===== config.mk =====
export PLATFORM = sky130hd
export DESIGN_NAME = conv3x3_frame_ctrl
export DESIGN_NICKNAME = d
export VERILOG_FILES = /design/src/rtl/conv_pkg.sv /design/src/rtl/line_buffer.sv /design/src/rtl/conv3x3_frame_ctrl.sv
export SDC_FILE = /design/constraint.sdc
export NUM_CORES = 2
export LEC_CHECK = 0
export ABC_CLOCK_PERIOD_IN_PS = 41500
export BUFFER_PORTS_ARGS = -buffer_cell sky130_fd_sc_hd__clkbuf_2
export CELL_PAD_IN_SITES_DETAIL_PLACEMENT = 1
export CELL_PAD_IN_SITES_GLOBAL_PLACEMENT = 2
export CORE_UTILIZATION = 55
export DETAILED_ROUTE_END_ITERATION = 7
export GPL_ROUTABILITY_DRIVEN = 0
export PLACE_DENSITY_LB_ADDON = 0.1
export SYNTH_ARGS = -nofsm -noshare
export SYNTH_HDL_FRONTEND = slang
export SYNTH_MEMORY_MAX_BITS = 65536
export SYNTH_SLANG_ARGS = --single-unit

===== constraint.sdc =====
create_clock -name clk -period 41.5 [get_ports clk]
set_clock_uncertainty 0.05 [all_clocks]
set_input_delay 2.075 -clock clk [delete_from_list [all_inputs] [get_ports clk]]
set_output_delay 2.075 -clock clk [all_outputs]
set_load 0.02 [all_outputs]

===== src/rtl/conv_pkg.sv =====
// Shared types and default geometry for the 3x3 frame controller.
// Holds the FSM state enum and default image/pixel/kernel widths.
package conv_pkg;

  localparam int DEF_IMG_W  = 256;
  localparam int DEF_IMG_H  = 256;
  localparam int DEF_PIX_W  = 8;
  localparam int DEF_KPIX_W = 17;

  typedef enum logic [1:0] {
    ST_IDLE  = 2'd0,
    ST_RUN   = 2'd1,
    ST_DRAIN = 2'd2
  } state_e;

endpackage


===== src/rtl/line_buffer.sv =====
// Single-clock line RAM, DEPTH x WIDTH, async read / sync write.
// Ports: clk, we, addr, wdata (written on edge), rdata (old contents).
module line_buffer
  import conv_pkg::*;
#(
  parameter int DEPTH = DEF_IMG_W,
  parameter int WIDTH = DEF_PIX_W,
  parameter int AW    = $clog2(DEPTH)
) (
  input  logic             clk,
  input  logic             we,
  input  logic [AW-1:0]    addr,
  input  logic [WIDTH-1:0] wdata,
  output logic [WIDTH-1:0] rdata
);

  logic [WIDTH-1:0] mem [DEPTH];

  // Read is combinational, so rdata shows the entry as it was
  // before this cycle's write lands (read-before-write).
  assign rdata = mem[addr];

  always_ff @(posedge clk) begin
    if (we) begin
      mem[addr] <= wdata;
    end
  end

endmodule


===== src/rtl/conv3x3_frame_ctrl.sv =====
// Frame sequencer for a 3x3 streaming filter: line buffers, window, FSM.
// Ports: start/busy/done, in_* and out_* valid/ready streams, k_p0..8/k_result.
module conv3x3_frame_ctrl
  import conv_pkg::*;
#(
  parameter int IMG_W  = DEF_IMG_W,
  parameter int IMG_H  = DEF_IMG_H,
  parameter int PIX_W  = DEF_PIX_W,
  parameter int KPIX_W = DEF_KPIX_W
) (
  input  logic              clk,
  input  logic              rst,
  input  logic              start,
  output logic              busy,
  output logic              done,
  input  logic              in_valid,
  output logic              in_ready,
  input  logic [PIX_W-1:0]  in_pix,
  output logic              out_valid,
  input  logic              out_ready,
  output logic [PIX_W-1:0]  out_pix,
  output logic [KPIX_W-1:0] k_p0,
  output logic [KPIX_W-1:0] k_p1,
  output logic [KPIX_W-1:0] k_p2,
  output logic [KPIX_W-1:0] k_p3,
  output logic [KPIX_W-1:0] k_p4,
  output logic [KPIX_W-1:0] k_p5,
  output logic [KPIX_W-1:0] k_p6,
  output logic [KPIX_W-1:0] k_p7,
  output logic [KPIX_W-1:0] k_p8,
  input  logic [KPIX_W-1:0] k_result
);

  localparam int CW = $clog2(IMG_W);
  localparam int RW = $clog2(IMG_H);
  localparam logic [CW-1:0] COL_LAST = CW'(IMG_W - 1);
  localparam logic [RW-1:0] ROW_LAST = RW'(IMG_H - 1);

  state_e state_q, state_d;

  logic [CW-1:0] col_q, col_d;
  logic [RW-1:0] row_q, row_d;

  logic [PIX_W-1:0] win_q [9];
  logic [PIX_W-1:0] win_d [9];
  logic [PIX_W-1:0] shf   [9];

  logic             out_valid_q, out_valid_d;
  logic [PIX_W-1:0] out_pix_q, out_pix_d;
  logic             done_q, done_d;

  logic [PIX_W-1:0] lb1_rd;
  logic [PIX_W-1:0] lb2_rd;

  logic accept;
  logic emit;
  logic xfer;
  logic last_pix;
  logic start_ok;
  logic unused_kres;

  assign xfer     = out_valid_q & out_ready;
  assign in_ready = (state_q == ST_RUN) & (~out_valid_q | out_ready);
  assign accept   = in_valid & in_ready;
  assign start_ok = (state_q == ST_IDLE) & start;
  assign last_pix = (col_q == COL_LAST) & (row_q == ROW_LAST);

  // Only full windows produce output; the c>=2 gate also keeps a
  // window from ever mixing columns across a row wrap.
  assign emit = accept
              & (row_q >= RW'(2))
              & (col_q >= CW'(2));

  assign busy      = (state_q != ST_IDLE);
  assign done      = done_q;
  assign out_valid = out_valid_q;
  assign out_pix   = out_pix_q;

  assign unused_kres = ^k_result[KPIX_W-1:PIX_W];

  // lb1 holds row r-1, lb2 holds row r-2.
  line_buffer #(
    .DEPTH (IMG_W),
    .WIDTH (PIX_W),
    .AW    (CW)
  ) u_lb1 (
    .clk   (clk),
    .we    (accept),
    .addr  (col_q),
    .wdata (in_pix),
    .rdata (lb1_rd)
  );

  line_buffer #(
    .DEPTH (IMG_W),
    .WIDTH (PIX_W),
    .AW    (CW)
  ) u_lb2 (
    .clk   (clk),
    .we    (accept),
    .addr  (col_q),
    .wdata (lb1_rd),
    .rdata (lb2_rd)
  );

  // Window after this cycle's shift: old columns move left, the
  // new right column is {r-2, r-1, r} at the current column.
  always_comb begin
    shf[0] = win_q[1];
    shf[1] = win_q[2];
    shf[2] = lb2_rd;
    shf[3] = win_q[4];
    shf[4] = win_q[5];
    shf[5] = lb1_rd;
    shf[6] = win_q[7];
    shf[7] = win_q[8];
    shf[8] = in_pix;
  end

  assign k_p0 = KPIX_W'(shf[0]);
  assign k_p1 = KPIX_W'(shf[1]);
  assign k_p2 = KPIX_W'(shf[2]);
  assign k_p3 = KPIX_W'(shf[3]);
  assign k_p4 = KPIX_W'(shf[4]);
  assign k_p5 = KPIX_W'(shf[5]);
  assign k_p6 = KPIX_W'(shf[6]);
  assign k_p7 = KPIX_W'(shf[7]);
  assign k_p8 = KPIX_W'(shf[8]);

  always_comb begin
    state_d = state_q;
    done_d  = 1'b0;
    unique case (state_q)
      ST_IDLE: begin
        if (start) begin
          state_d = ST_RUN;
        end
      end
      ST_RUN: begin
        if (accept && last_pix) begin
          state_d = ST_DRAIN;
        end
      end
      ST_DRAIN: begin
        // The last accept always emits, so out_valid is set here.
        if (xfer) begin
          state_d = ST_IDLE;
          done_d  = 1'b1;
        end
      end
      default: begin
        state_d = ST_IDLE;
      end
    endcase
  end

  always_comb begin
    col_d = col_q;
    row_d = row_q;
    if (start_ok) begin
      col_d = '0;
      row_d = '0;
    end else if (accept) begin
      if (col_q == COL_LAST) begin
        col_d = '0;
        if (row_q == ROW_LAST) begin
          row_d = '0;
        end else begin
          row_d = row_q + RW'(1);
        end
      end else begin
        col_d = col_q + CW'(1);
      end
    end
  end

  always_comb begin
    for (int i = 0; i < 9; i++) begin
      win_d[i] = win_q[i];
    end
    if (accept) begin
      for (int i = 0; i < 9; i++) begin
        win_d[i] = shf[i];
      end
    end
  end

  // An accept is only possible when the held result leaves this
  // cycle, so a new emit can overwrite it without a bubble.
  always_comb begin
    out_valid_d = out_valid_q;
    out_pix_d   = out_pix_q;
    if (xfer) begin
      out_valid_d = 1'b0;
    end
    if (emit) begin
      out_valid_d = 1'b1;
      out_pix_d   = k_result[PIX_W-1:0];
    end
  end

  always_ff @(posedge clk) begin
    if (rst) begin
      state_q     <= ST_IDLE;
      col_q       <= '0;
      row_q       <= '0;
      out_valid_q <= 1'b0;
      out_pix_q   <= '0;
      done_q      <= 1'b0;
      for (int i = 0; i < 9; i++) begin
        win_q[i] <= '0;
      end
    end else begin
      state_q     <= state_d;
      col_q       <= col_d;
      row_q       <= row_d;
      out_valid_q <= out_valid_d;
      out_pix_q   <= out_pix_d;
      done_q      <= done_d;
      for (int i = 0; i < 9; i++) begin
        win_q[i] <= win_d[i];
      end
    end
  end

endmodule

==> impl_metrics.tcl <==
set metrics [dict create \
    maxClockFrequency_mhz 96.7 \
    critical_path.startpoint_type "flip-flop" \
    cts_root_buf "sky130_fd_sc_hd__clkbuf_16" \
    drive_above_1_share 0.279 \
    critPathCaptureType "output pin" \
    cts_hold_buf 0 \
    min_delay_path_depth 2 \
    internal-power_mw 6.92 \
    synth-simple-area-share 0.0206 \
    cts.reportedPaths.clkPinSlew_ns 0.06 \
    timing.final.setup_violations 0 \
    power.static_leakage_nw 56.0 \
    max-vdd-ir-drop_mv 0.0382 \
    detail_route.wl_per_cell_um 38.0 \
    main_combinational_cell_family_by_area_after_synthesis "multiplexers" \
    die_w_um 545 \
    layout.filler_cells 23700 \
    initial_utilization 0.553 \
    run_status "finished, violations left" \
    cap_viol_max_count 1 \
    cts_setup_buffers 0 \
    yosysSeqAreaShare 0.771 \
    finalWorstPathRequiredPeriod_ns 10.34 \
    mostFrequentLayoutCells "4,144 x sky130_fd_sc_hd__edfxtp_1, 1,009 x sky130_fd_sc_hd__mux4_2, 429 x sky130_fd_sc_hd__clkbuf_16" \
    synth-edff-count 4144 \
    min_period_over_period 0.249 \
    design.die.area_um2 297000 \
    switching_share 0.204 \
    yosys.cell_types.count 77 \
    syn_avg_cell_area_um2 22.2 \
    fp-row-count 199 \
    floorplan.core_area_um2 294000 \
    setup.worst_path.class "flip-flop to output pin" \
    violations "design-rule violations, max-capacitance violations" \
    syn_area_um2 162000 \
    grt_overflow 0 \
    report.final.slew_viol_count 0 \
    worstRegToRegCells 14 \
    grtUsageTotal 0.310 \
    number_of_buffers_created_by_cts 423 \
    cts_buffer_depth 4 \
    seq_power_share 0.535 \
    io_buffer_count 104 \
    detailedRoute.firstIterationViolations 10800 \
    vias_per_cell 6.63 \
    total_clock_sinks 4180 \
    synth_compound_area_frac 0.0210 \
    max_slew.worst_pin.slew_ns 1.48 \
    io_pins 195 \
    postPlaceCellArea_um2 168000 \
    ctsResizeCount 0 \
    ys_seq_elements 4180 \
    synth_cells 7318 \
    die_height_um 545 \
    final_net_count 7875 \
    wirelength_mm 460 \
    worst_skew_pair.late_latency_ns 0.98 \
    postSynth.topFlopCell "sky130_fd_sc_hd__edfxtp_1" \
    drt_drc_violations_left 68 \
    finish.instance_area_um2 182000 \
    first_pass_grt_wire_length_mm 640 \
    total_power_mw 8.69 \
    timing.critical_path.fanout_max 74 \
    synthMuxAreaShare 0.164 \
    tritoncts "built" \
    post-route-util 0.619 \
    area.growth.synth_to_final_pct 12.0 \
    synthesis.yosys.warnings 0 \
    vias_in_the_first_global_route 81600 \
    arrival_time_of_data_at_the_critical_path_endpoint_ns 8.21 \
    netSwitchingPower_mw 1.77 \
    synth_adder_area_share 0.000462 \
    timing.hold.worst.class "flip-flop to flip-flop" \
    layout.cells.most_common "sky130_fd_sc_hd__edfxtp_1" \
    comb_power_share 0.027 \
    place.detailed.hpwl_mm 275 \
    synthArstFlopShare 0 \
    slew_headroom 0.00516 \
    detail-route-antenna-nets 0 \
    antenna_found_initial 20 \
    worst_ep_required_time_ns 39.37 \
    unrepaired_setup_endpoints_after_global_routing "false" \
    grt_max_degree 177 \
    finalHoldViolCount 0 \
    synthXorXnorAreaFrac 0.000647 \
    route.vias.total 80400 \
    drtPass1Iterations 7 \
    ctsHtreeMaxLevel 5 \
    cellPowerDensity_nw_per_um2 47.8 \
    finalSetupTns_ns 0 \
    power_frac_clock 0.437 \
]
==> worst max-delay path: stages, from the launching register on <==
cell	delay, ns
sky130_fd_sc_hd__dfxtp_4	0.56
sky130_fd_sc_hd__buf_4	0.66
sky130_fd_sc_hd__buf_4	0.49
sky130_fd_sc_hd__buf_4	0.64
sky130_fd_sc_hd__buf_4	0.63
sky130_fd_sc_hd__buf_4	0.62
sky130_fd_sc_hd__mux4_2	0.32
sky130_fd_sc_hd__mux2i_1	0.10
sky130_fd_sc_hd__mux4_2	0.62
sky130_fd_sc_hd__a211oi_1	0.60
sky130_fd_sc_hd__a311oi_2	0.28
sky130_fd_sc_hd__nor3_2	0.34
sky130_fd_sc_hd__buf_4	0.71
sky130_fd_sc_hd__clkbuf_2	0.33
==> through the flow <==
step,hold slack (ns),std cells,setup WS (ns)
finish,0.462,12100,31.16
global route,0.489,12100,30.87
CTS,0.469,12100,31.02
detailed placement,0.457,11300,32.08
global placement,0.429,11300,32.21
floorplan,0.409,7398,27.25
==> logic make-up after synthesis <==
group	after synthesis
xor+xnor	12
mux	1384
flops	4180
other cells	1
compound gates	485
buf+inv	507
simple gates	743
fa+ha+maj	6
==> sequential cells by signal, indices dropped and copies added (netlist names), named ones only <==
register	count
done	1
win_q	48
u_lb2.mem	2048
out_pix	8
u_lb1.mem	2048
out_valid	1
row_q	8
state_q	2
col_q	8
==> cell usage after synthesis, drive strengths merged, types with 10 or more instances <==
master	count	area [um^2]
a211oi	61	463
a21oi	94	470
a221oi	18	164
a22o	16	140
a22oi	91	683
a31oi	13	81.3
and2	29	181
and3	14	87.6
buf	387	3230
clkbuf	108	405
dfxtp	36	721
edfxtp	4144	124000
mux2	26	293
mux2i	347	3470
mux4	1011	22800
nand2	157	589
nand2b	15	93.8
nand3	55	275
nand4	10	62.6
nor2	343	1290
nor2b	62	388
nor3	23	115
o211ai	23	173
o21ai	37	185
o22ai	48	300
==> power groups by stage <==
stage / sequential [mW] / combinational [mW] / clock [mW]
2_1_floorplan: 4.76 / 0.138 / 0
3_3_place_gp: 4.74 / 0.229 / 0
3_5_place_dp: 4.74 / 0.238 / 0
4_1_cts: 4.65 / 0.238 / 3.84
5_1_grt: 4.65 / 0.249 / 3.98
6_report: 4.65 / 0.236 / 3.80
==> path summary, 6_finish.rpt <==
path,start,to,slack (ns)
worst min-delay path,out_pix[4]$_SDFFE_PP0P_,out_pix[4]$_SDFFE_PP0P_,0.46
worst max-delay path,flip-flop,k_p5[7],31.16
worst min register to register,out_pix[4]$_SDFFE_PP0P_,out_pix[4]$_SDFFE_PP0P_,0.46
worst max register to register,flip-flop,u_lb2.mem[211][7]$_DFFE_PP_,32.32
==> final cells by class <==
type / count / area [um^2] / area share
flip-flops and latches: 4180 / 125000 / 0.688
multi-input cells: 2711 / 34200 / 0.188
clock buffers: 525 / 11200 / 0.0614
well taps: 3919 / 4900 / 0.0270
repair buffers: 511 / 3790 / 0.0209
clock inverters: 248 / 2530 / 0.0139
inverters: 12 / 57.6 / 0.000317
diodes: 10 / 25.0 / 0.000138
==> per-layer routing <==
| metal | share of wire | vias to the layer above | track usage |
|---|---|---|---|
| met4 | 0.034 | 16 | 0.0974 |
| met1 | 0.40 | 43900 | 0.447 |
| met3 | 0.091 | 658 | 0.0615 |
| met2 | 0.47 | 4096 | 0.484 |
| li1 | - | 31600 | - |
| met5 | 0.00022 | - | 0 |
Note: power is estimated with default switching activity, not from simulation.
